--- src/rtl/time_counter.sv ---
// mm:ss time source for a four-digit seven-segment display stage.
// Each BCD digit has its own 5-bit bus and a one-cycle update strobe that rises one cycle after the digit changes.
module time_counter #(
    parameter int CLK_FREQ = 50000000
) (
    input  logic       clk,
    input  logic       rst_n,
    input  logic       run,
    input  logic       clear,
    output logic [4:0] s1_counter,
    output logic [4:0] s10_counter,
    output logic [4:0] m1_counter,
    output logic [4:0] m10_counter,
    output logic       s1_bit,
    output logic       s10_bit,
    output logic       m1_bit,
    output logic       m10_bit
);

    localparam int PW = (CLK_FREQ > 2) ? $clog2(CLK_FREQ) : 1;
    localparam logic [PW-1:0] TERM = PW'(CLK_FREQ - 1);

    logic [PW-1:0] presc_q, presc_d;
    logic [3:0]    s1_q, s1_d, s10_q, s10_d, m1_q, m1_d, m10_q, m10_d;
    logic [3:0]    chg_q, chg_d;
    logic [3:0]    strobe_q, strobe_d;
    logic          clr_q, clr_d;
    logic          init_q;
    logic          tick_s, c0_s, c1_s, c2_s;

    assign tick_s = run && (presc_q == TERM);
    assign c0_s   = tick_s && (s1_q == 4'd9);
    assign c1_s   = c0_s && (s10_q == 4'd5);
    assign c2_s   = c1_s && (m1_q == 4'd9);

    // Next-state: prescaler, digit cascade, change detection and strobe scheduling.
    // Strobes lag the digit change by one cycle (chg_q stage) so each bus is settled before its strobe rises;
    // a held clear re-arms the all-digit request only every other cycle so the strobes keep producing edges.
    always_comb begin
        presc_d  = presc_q;
        s1_d     = s1_q;
        s10_d    = s10_q;
        m1_d     = m1_q;
        m10_d    = m10_q;
        chg_d    = 4'b0000;
        clr_d    = 1'b0;
        strobe_d = 4'b0000;
        if (clear) begin
            presc_d = '0;
            s1_d    = 4'd0;
            s10_d   = 4'd0;
            m1_d    = 4'd0;
            m10_d   = 4'd0;
            chg_d   = {4{~clr_q}};
            clr_d   = ~clr_q;
        end else begin
            if (run) begin
                presc_d = tick_s ? '0 : presc_q + PW'(1);
            end else begin
                presc_d = presc_q;
            end
            s1_d  = tick_s ? (c0_s ? 4'd0 : s1_q + 4'd1)  : s1_q;
            s10_d = c0_s   ? (c1_s ? 4'd0 : s10_q + 4'd1) : s10_q;
            m1_d  = c1_s   ? (c2_s ? 4'd0 : m1_q + 4'd1)  : m1_q;
            m10_d = c2_s   ? ((m10_q == 4'd5) ? 4'd0 : m10_q + 4'd1) : m10_q;
            chg_d = {m10_d != m10_q, m1_d != m1_q, s10_d != s10_q, s1_d != s1_q};
            clr_d = 1'b0;
        end
        if (init_q) begin
            strobe_d = 4'b1111;
        end else begin
            strobe_d = chg_q;
        end
    end

    // State registers; reset clears everything and arms the initial all-digit strobe.
    always_ff @(posedge clk or negedge rst_n) begin
        if (!rst_n) begin
            presc_q  <= '0;
            s1_q     <= 4'd0;
            s10_q    <= 4'd0;
            m1_q     <= 4'd0;
            m10_q    <= 4'd0;
            chg_q    <= 4'b0000;
            strobe_q <= 4'b0000;
            clr_q    <= 1'b0;
            init_q   <= 1'b1;
        end else begin
            presc_q  <= presc_d;
            s1_q     <= s1_d;
            s10_q    <= s10_d;
            m1_q     <= m1_d;
            m10_q    <= m10_d;
            chg_q    <= chg_d;
            strobe_q <= strobe_d;
            clr_q    <= clr_d;
            init_q   <= 1'b0;
        end
    end

    assign s1_counter  = {1'b0, s1_q};
    assign s10_counter = {1'b0, s10_q};
    assign m1_counter  = {1'b0, m1_q};
    assign m10_counter = {1'b0, m10_q};
    assign s1_bit      = strobe_q[0];
    assign s10_bit     = strobe_q[1];
    assign m1_bit      = strobe_q[2];
    assign m10_bit     = strobe_q[3];

endmodule

--- config.mk ---
export PLATFORM = sky130hd
export DESIGN_NAME = time_counter
export DESIGN_NICKNAME = d
export VERILOG_FILES = /design/src/rtl/time_counter.sv
export SDC_FILE = /design/constraint.sdc
export NUM_CORES = 1
export LEC_CHECK = 0
export BUFFER_PORTS_ARGS = -buffer_cell sky130_fd_sc_hd__buf_2
export CAP_MARGIN = 20
export CORE_ASPECT_RATIO = 1.1
export CORE_MARGIN = 10
export CORE_UTILIZATION = 35
export DETAILED_ROUTE_END_ITERATION = 7
export SLEW_MARGIN = 20
export SYNTH_ARGS = -nofsm -noshare
export SYNTH_HDL_FRONTEND = slang
export SYNTH_SLANG_ARGS = --single-unit
--- constraint.sdc ---
create_clock -name clk -period 2.2 [get_ports clk]
set_clock_uncertainty 0.05 [all_clocks]
set_input_delay 0.33 -clock clk [delete_from_list [all_inputs] [get_ports clk]]
set_output_delay 0.33 -clock clk [all_outputs]
set_load 0.05 [all_outputs]
# [After elaboration in Yosys (flattened, before gate mapping)]
# Cells that the tools add are included.
# Widths: inputs -> output; s select.
[totals] ff_bits=52 input_bits=4
[classes] add_sub_neg=5 n_eq_ne=9 mux=18 n_bitwise=1 reduce_logical=5
[ops] op="$mux 26" n=3
[ops] op="$mux 4" n=14
[ops] op="$add 26x1->26 const B" n=1
[ops] op="$eq 26x26->1 const B" n=1
[ops] op="$add 4x1->4 const B" n=4
[ops] op="$ne 4x4->1" n=4
[ops] op="$eq 4x3->1 const B" n=2
[ops] op="$eq 4x4->1 const B" n=2
[ops] op="$logic_and 1x1->1" n=4
[ops] op="$reduce_bool 2->1" n=1
[ops] op="$mux 1" n=1
[ops] op="$not 1->1" n=1

# [Depth between registers and ports, before layout]
# Gate-level depths: netlist of run 1.
[logic_depth] depth_word=9 depth_mapped=9 mapped_depth_nobuf=7

# [Least setup slack after synthesis of run 1]
# Ideal clock, no wire load.
[synth_timing] kind="reg-to-reg" from="register s1_q[0]" to="register s10_q[3]" setup_time_ps=78 arrival_time_ps=2356 required_ps=2072 slack_ps=-283 path_stages_with_launch=7 path_buffers=0 cell_sequence="dfrtp_1 > ha_1 > nand3b_1 > or4_4 > or2_1 > or4_1 > a21oi_1"
[synth_via] elab_chain_len=6
[synth_rtl] element="start, declared" line="24" source="logic [3:0] s1_q, s1_d, s10_q, s10_d, m1_q, m1_d, m10_q, m10_d;"
[synth_rtl] element="start signal, assigned" line="80" source="s1_q <= 4'd0;"
[synth_rtl] element="start signal, assigned" line="90" source="s1_q <= s1_d;"
[synth_rtl] element="$eq 4x4->1 *" line="32" source="assign c0_s = tick_s && (s1_q == 4'd9);"
[synth_rtl] element="$logic_and 1x1->1 *" line="32"
[synth_rtl] element="$logic_and 1x1->1" line="33" source="assign c1_s = c0_s && (s10_q == 4'd5);"
[synth_rtl] element="$mux 4" line="63" source="s10_d = c0_s ? (c1_s ? 4'd0 : s10_q + 4'd1) : s10_q;"
[synth_rtl] element="$mux 4 *" line="63"
[synth_rtl] element="$mux 4 *" line="48" source="if (clear) begin"
[synth_rtl] element="via s10_d[3]" line="24"
[synth_rtl] element="end signal, assigned" line="81" source="s10_q <= 4'd0;"
[synth_rtl] element="end signal, assigned" line="91" source="s10_q <= s10_d;"
[synth_rtl] element="end, declared" line="24"
# Mark *: on every way through the listed nets, which the timed path passes. The rest lies on a longest branch.
# A chain may end at the register's enable or synchronous reset.

# [Worst setup path after layout of run 1]
[layout_timing] from="register s1_q[1]" to="register s10_q[1]"
# Same word-level chain as after synthesis.

==> impl_results.md, run 1 <==
* Status: finished, final reports clean
* Setup violators final at 0
* Area grow syn2layout at 23.80%
* R2r startpoint: s1_q[1]$_DFF_PN0_
* H-Tree Depth at 2
* Min Clock Period, post-route at 2.196 ns
* Max-slew violations at 0
* Setup TNS at 0 ns
* Initial Utilization at 0.3572
* Slowest CP cell: or4_4
* Vias per cell at 5.046
* Vias in the first global route at 2039
* Final period utilization at 0.9980
* Commonest cells after routing, fill and taps aside: 48 x dfrtp_1, 47 x nor2_1, 26 x buf_4
* CTS tree: built
* Commonest non-fill, non-tap cell in the layout: dfrtp_1
* Pre-antenna DRT Iters at 4
* Slack of the worst reg-to-reg path at 0.004 ns
* Initial antenna violation count at 0
* Data arrival, critical path at 2.39 ns
* N_diodes at 0
* Max clock buf depth at 2
* Syn Inst Count at 271
* First-pass GRT wire length at 9625 um
* Crit path max fanout at 6
* Register area share after synthesis at 0.4906
* Clock root buffer: clkbuf_8
* Post-synth design cell area at 2655 um2
* Detailed placement HPWL at 4089 um
* Cts bufs inserted at 5
* Number of distinct library cells after synthesis at 40
* Placement Rows at 33
* Hold Fails Final Rpt at 0
* Residual DRC count at 0
* Crit path required time at 2.39 ns
* CTS sink count at 52
* Path type of the worst min-delay path: input port to register
* Area occupied by multi-input gates at 1356 um2
* Tot Pwr at 1.759 mW
* DRT antenna net count at 0
* Layout cells sized above 1 at 0.2800
* Fill cell count at 728
* Post-synthesis register bit count at 52
* Critical path launch point type: register
* Chip width at 103.0 um
* Clk slew on worst S/H paths at 0.10 ns
* Largest stage delay, worst path at 0.52 ns
* FF+latch area at 1306 um2
* Routability Congestion at 0.7311
* Die area at 11470 um2
* VDD IR-drop max at 0.0002322 V
* Placeable Area at 7432 um2
* Worst setup EP type: register
* Critical path class: register to register
* Nets at 337
* WL/cell at 13.77 um
* Grt ovf at 0
* WL final at 5675 um
* Critical path startpoint: s1_q[1]$_DFF_PN0_
* Total I/O pin count at 28
* PortBufs at 23
* Crit path cell chain: inv_2 > ha_4 > nand3b_1 > or4_4 > or2_4 > buf_6 > or3_1 > a21oi_1
* Syn_area_per_cell at 9.797 um2
* Largest net degree at the start of global routing at 27
* RSZ-0062 raised after global routing: true
* Total of max-cap violations at 0
* Maximum clock rate at 455.4 MHz
* P per Cell Area at 535.2 nW/um2
* Ys Warns at 0
* Die height at 111.3 um
* First DRT Iteration DRCs at 103
* Min-delay src: run
* Tot GR Track Use at 0.1004
* Vias at 2079
* Static Leakage at 1.483 nW
* Clock Latency Late Sink at 0.31 ns
synthesized netlist by cell type (all sizes together):
cell,instances,area share
dfrtp,51,0.48
nor2,47,0.066
xor2,18,0.059
nand2,15,0.021
nand4,15,0.038
nand3,12,0.023
a21oi,11,0.021
ha,9,0.042
buf,8,0.019
or2,8,0.019
inv,7,0.0099
mux2i,7,0.026
o21ai,7,0.013
and3,5,0.012
xnor2,5,0.016
clkbuf,4,0.0057
nand2b,4,0.0094
nand3b,4,0.011
nor4,4,0.0094
o31ai,4,0.011
or4,4,0.013
and3b,3,0.0099
nor3,3,0.0057
or3,3,0.0071
nor4b,2,0.011
a21bo,1,0.0038
a31oi,1,0.0024
and2,1,0.0024
and4,1,0.0033
and4bb,1,0.0047
conb,1,0.0014
dfstp,1,0.0099
nor2b,1,0.0024
o211ai,1,0.0028
o41ai,1,0.0033
or3b,1,0.0033
registers in the layout (all words and copies together), names as in the netlist:
| register | count |
|---|---|
| presc_q | 26 |
| chg_q | 4 |
| m10_q | 4 |
| m1_q | 4 |
| s10_q | 4 |
| s1_q | 4 |
| strobe_q | 4 |
| clr_q | 1 |
| init_q | 1 |
where the power goes:
group          internal, mW  switching (mW)  total [mW]
logic                0.0284          0.0835       0.112
clock network         0.343           0.330       0.673
registers             0.970         0.00439       0.975
total                  1.34           0.417        1.76
through the flow:
stage / hold WS (ns) / std cells / utilization / worst slack (ns) / cell area [um2]
2_1_floorplan: -0.01559 / 275 / - / -0.07495 / 2686
3_3_place_gp: 0.1119 / 402 / 0.4138 / 0.01344 / 3075
3_5_place_dp: 0.1155 / 402 / 0.4138 / -0.007725 / 3075
4_1_cts: 0.2880 / 411 / 0.4310 / 0.006085 / 3203
5_1_grt: 0.3094 / 412 / 0.4423 / -0.02340 / 3287
6_report: 0.2960 / 412 / 0.4423 / 0.004303 / 3287
metal layers:
metal	track usage	up-vias	wire length, um
met2	0.1646	38	2841
met1	0.1290	1004	2525
met4	0.03064	0	78
li1	-	1032	-
met3	0.01979	5	229
met5	0	-	0
worst paths after layout:
| check | end | cells past startpoint |
|---|---|---|
| worst max-delay path | s10_q[1]$_DFF_PN0_ | 8 |
| worst min-delay path | presc_q[1]$_DFFE_PN0P_ | 3 |
| worst max register to register | s10_q[1]$_DFF_PN0_ | 8 |
| worst min register to register | strobe_q[3]$_DFF_PN0_ | 1 |
| max in group asynchronous | init_q$_DFF_PN1_ | 3 |
| min in group asynchronous | m1_q[1]$_DFF_PN0_ | 2 |
cells by family after synthesis:
kind of cell | after synthesis | share of synthesized area
AND/OR/NAND/NOR | 134 | 0.2714
flip-flops | 52 | 0.4906
AO/OA/AOI/OAI | 26 | 0.05749
XOR/XNOR | 23 | 0.07587
buffers and inverters | 19 | 0.03440
adder cells (fa/ha/maj) | 9 | 0.04241
multiplexers | 7 | 0.02639
other | 1 | 0.001412
critical path: cells and delay by family, from the launching register on:
kind,cells,cell delay (ns)
compound gates,1,0.13
flops,1,0.42
fa+ha+maj,1,0.13
simple gates,4,1.20
buf+inv,2,0.21
final cells by class:
cell class	instances	share of cell area
Clock buffer	5	0.02094
Clock inverter	3	0.01408
Inverter	7	0.007994
Multi-Input combinational cell	204	0.4126
Sequential cell	52	0.3974
Tap cell	87	0.03312
Timing Repair Buffer	54	0.1138
repair_timing:
action / 4_1_cts / 5_1_grt
pin swaps: 0 / 10
cloned: 0 / 0
endpoints found under the hold margin: 5 / 0
hold buffers: 1 / 0
gates resized for setup: 1 / 16
setup buffers: 0 / 1
setup endpoints to repair: 3 / 13
(Power assumes the default switching activity.)
==> inputs of run 2 (changes only) <==
--- a/config.mk
+++ b/config.mk
@@ -5,12 +5,15 @@
 export SDC_FILE = /design/constraint.sdc
 export NUM_CORES = 1
 export LEC_CHECK = 0
-export BUFFER_PORTS_ARGS = -buffer_cell sky130_fd_sc_hd__buf_2
+export BUFFER_PORTS_ARGS = -buffer_cell sky130_fd_sc_hd__buf_4
 export CAP_MARGIN = 20
+export CELL_PAD_IN_SITES_DETAIL_PLACEMENT = 1
+export CELL_PAD_IN_SITES_GLOBAL_PLACEMENT = 1
 export CORE_ASPECT_RATIO = 1.1
 export CORE_MARGIN = 10
 export CORE_UTILIZATION = 35
 export DETAILED_ROUTE_END_ITERATION = 7
+export PLACE_DENSITY_LB_ADDON = 0.1
 export SLEW_MARGIN = 20
 export SYNTH_ARGS = -nofsm -noshare
 export SYNTH_HDL_FRONTEND = slang
==> run 2 against run 1 <==
Compared with the run above:
- the flow now finishes with violations (negative hold slack)
- hold slack lost 0.30 ns
- combinational power is 5% higher
- maximum frequency is 0.65% higher
- largest cell class unchanged
- highest routed layer unchanged
==> impl_results.md, run 2 (synthesis gave the netlist of run 1 again) <==
* CTS tree: built
* Grt ovf at 0
* Die height at 111.3 um
* Hold Fails Final Rpt at 1
* Commonest non-fill, non-tap cell in the layout: buf_4
* Die area at 11470 um2
* Max reg flops at 26
* Residual DRC count at 0
* Layout cells sized above 1 at 0.3012
* Routability Congestion at 0.7720
* Sw Ratio at 0.2582
* Flop pwr share at 0.589
* Pre-antenna DRT Iters at 4
* Setup violators final at 0
* CTS sink count at 52
* H-Tree Depth at 2
* Max-slew violations at 0
* Cts bufs inserted at 5
* Maximum clock rate at 458.4 MHz
* Status: complete, but fails checks
* Dpl cells at 406
* Worst Tran Pin Value at 0.6714 ns
* Clk slew on worst S/H paths at 0.10 ns
* Net switching power at 0.4277 mW
* Critical path launch point type: register
* Initial antenna violation count at 0
* Largest stage delay, worst path at 0.52 ns
* Slowest CP cell: or4_4
* Critical path startpoint: s1_q[1]$_DFF_PN0_
* Hold slack final at -0.0007578 ns
* Largest net degree at the start of global routing at 53
* Commonest cells after routing, fill and taps aside: 60 x buf_4, 48 x dfrtp_1, 47 x nor2_1
* Pint at 1.229 mW
* PortBufs at 23
* Crit path required time at 2.39 ns
* First DRT Iteration DRCs at 70
* Worst path bufs/invs at 2
* Data arrival, critical path at 2.38 ns
* Final period utilization at 0.9916
* N_diodes at 0
* Area grow syn2layout at 26.81%
* VDD IR-drop max at 0.0002120 V
* Tot GR Track Use at 0.1174
* Static Leakage at 1.504 nW
* Failing checks: negative hold slack
* Path type of the worst min-delay path: input port to async pin
* P per Cell Area at 492.0 nW/um2
* Register name with the most flops: presc_q
* DRT antenna net count at 0
* Kind of cell adding the most delay to the critical path: simple AND/OR/NAND/NOR gates
* Chip width at 103.0 um
* Placeable Area at 7432 um2
* WL/cell at 15.08 um
* Total I/O pin count at 28
* Total of max-cap violations at 0
* Crit path cell chain: inv_2 > ha_4 > nand3b_1 > or4_4 > or2_4 > buf_6 > or3_4 > a21oi_2
* Vias at 2089
* Clock Latency Late Sink at 0.31 ns
* Critical path class: register to register
* Crit path max fanout at 6
* Setup TNS at 0 ns
* Clock root buffer: clkbuf_8
* Vias in the first global route at 2237
* Worst setup EP type: register
* Max clock buf depth at 2
* RSZ-0062 raised after global routing: true
* Post-route core utilization at 0.4530
* Min Clock Period, post-route at 2.181 ns
* Detailed placement HPWL at 4575 um
* Initial Utilization at 0.3572
* Placement Rows at 33
* Relative slew slack at 0.5524
* Vias per cell at 4.986
* Nets at 344
* First-pass GRT wire length at 11030 um
* Comb pwr share at 0.071
* R2r startpoint: s1_q[1]$_DFF_PN0_
* Clock power share at 0.339
* Final cell count without fillers at 419
* WL final at 6317 um
## run 2: changes by cell type in the layout (fill, tap and decap cells not counted), sizes merged
cell         previous run  this run
bufinv                  1         0
buf                    53        61
clkinv                  0         1
dlygate4sd3             1         0
clkinvlp                1         2
inv                     8         7
## run 2: power groups by stage
stage                     clock network (mW)  logic [mW]  registers (mW)
after floorplan                            0      0.0500            1.01
after global placement                     0       0.115           0.993
after detailed placement                   0       0.116           0.994
after CTS                              0.599       0.118           0.976
after global routing                   0.638       0.130           0.979
final                                  0.562       0.118           0.976
## run 2: layout make-up
type                    count  area [um2]
fillers                   869        4065
multi-input cells         204        1371
flip-flops and latches     52        1306
repair buffers             61       461.7
well taps                  87       108.9
clock buffers               5       68.82
inverters                   7       26.28
clock inverters             3       23.77
## run 2: worst paths after layout
| path | end | slack [ns] | cells after the start |
|---|---|---|---|
| setup / recovery | s10_q[0]$_DFF_PN0_ | 0.02 | 8 |
| hold / removal | strobe_q[3]$_DFF_PN0_ | -0.0008 | 1 |
| setup reg to reg | s10_q[0]$_DFF_PN0_ | 0.02 | 8 |
| hold reg to reg | strobe_q[0]$_DFF_PN0_ | 0.39 | 1 |
| max in group asynchronous | s1_q[1]$_DFF_PN0_ | 1.62 | 1 |
| min in group clk | presc_q[1]$_DFFE_PN0P_ | 0.27 | 3 |
## run 2: repair_timing
item / CTS / global route
resized for setup: 4 / 12
setup buffers: 3 / 2
setup endpoints to repair: 4 / 13
pin swaps: 2 / 7
hold endpoints to repair: 0 / 0
hold buffers: 0 / 0
## run 2: per-stage QoR
step / cell area (um2) / hold slack [ns] / setup slack (ns) / power, mW
after CTS: 3289 / 0.02691 / 0.001652 / 1.694
after global placement: 3151 / 0.3664 / 0.003161 / 1.108
after global routing: 3367 / 0.04475 / -0.04929 / 1.746
after detailed placement: 3151 / 0.3680 / -0.05130 / 1.110
after floorplan: 2686 / -0.01559 / -0.07495 / 1.063
final: 3367 / -0.0007578 / 0.01856 / 1.656
## run 2: per-layer routing
layer | routed length, um | GRT usage
met1 | 2870 | 0.1527
met2 | 3154 | 0.1866
met3 | 218 | 0.03092
met4 | 74 | 0.03157
met5 | 0 | 0
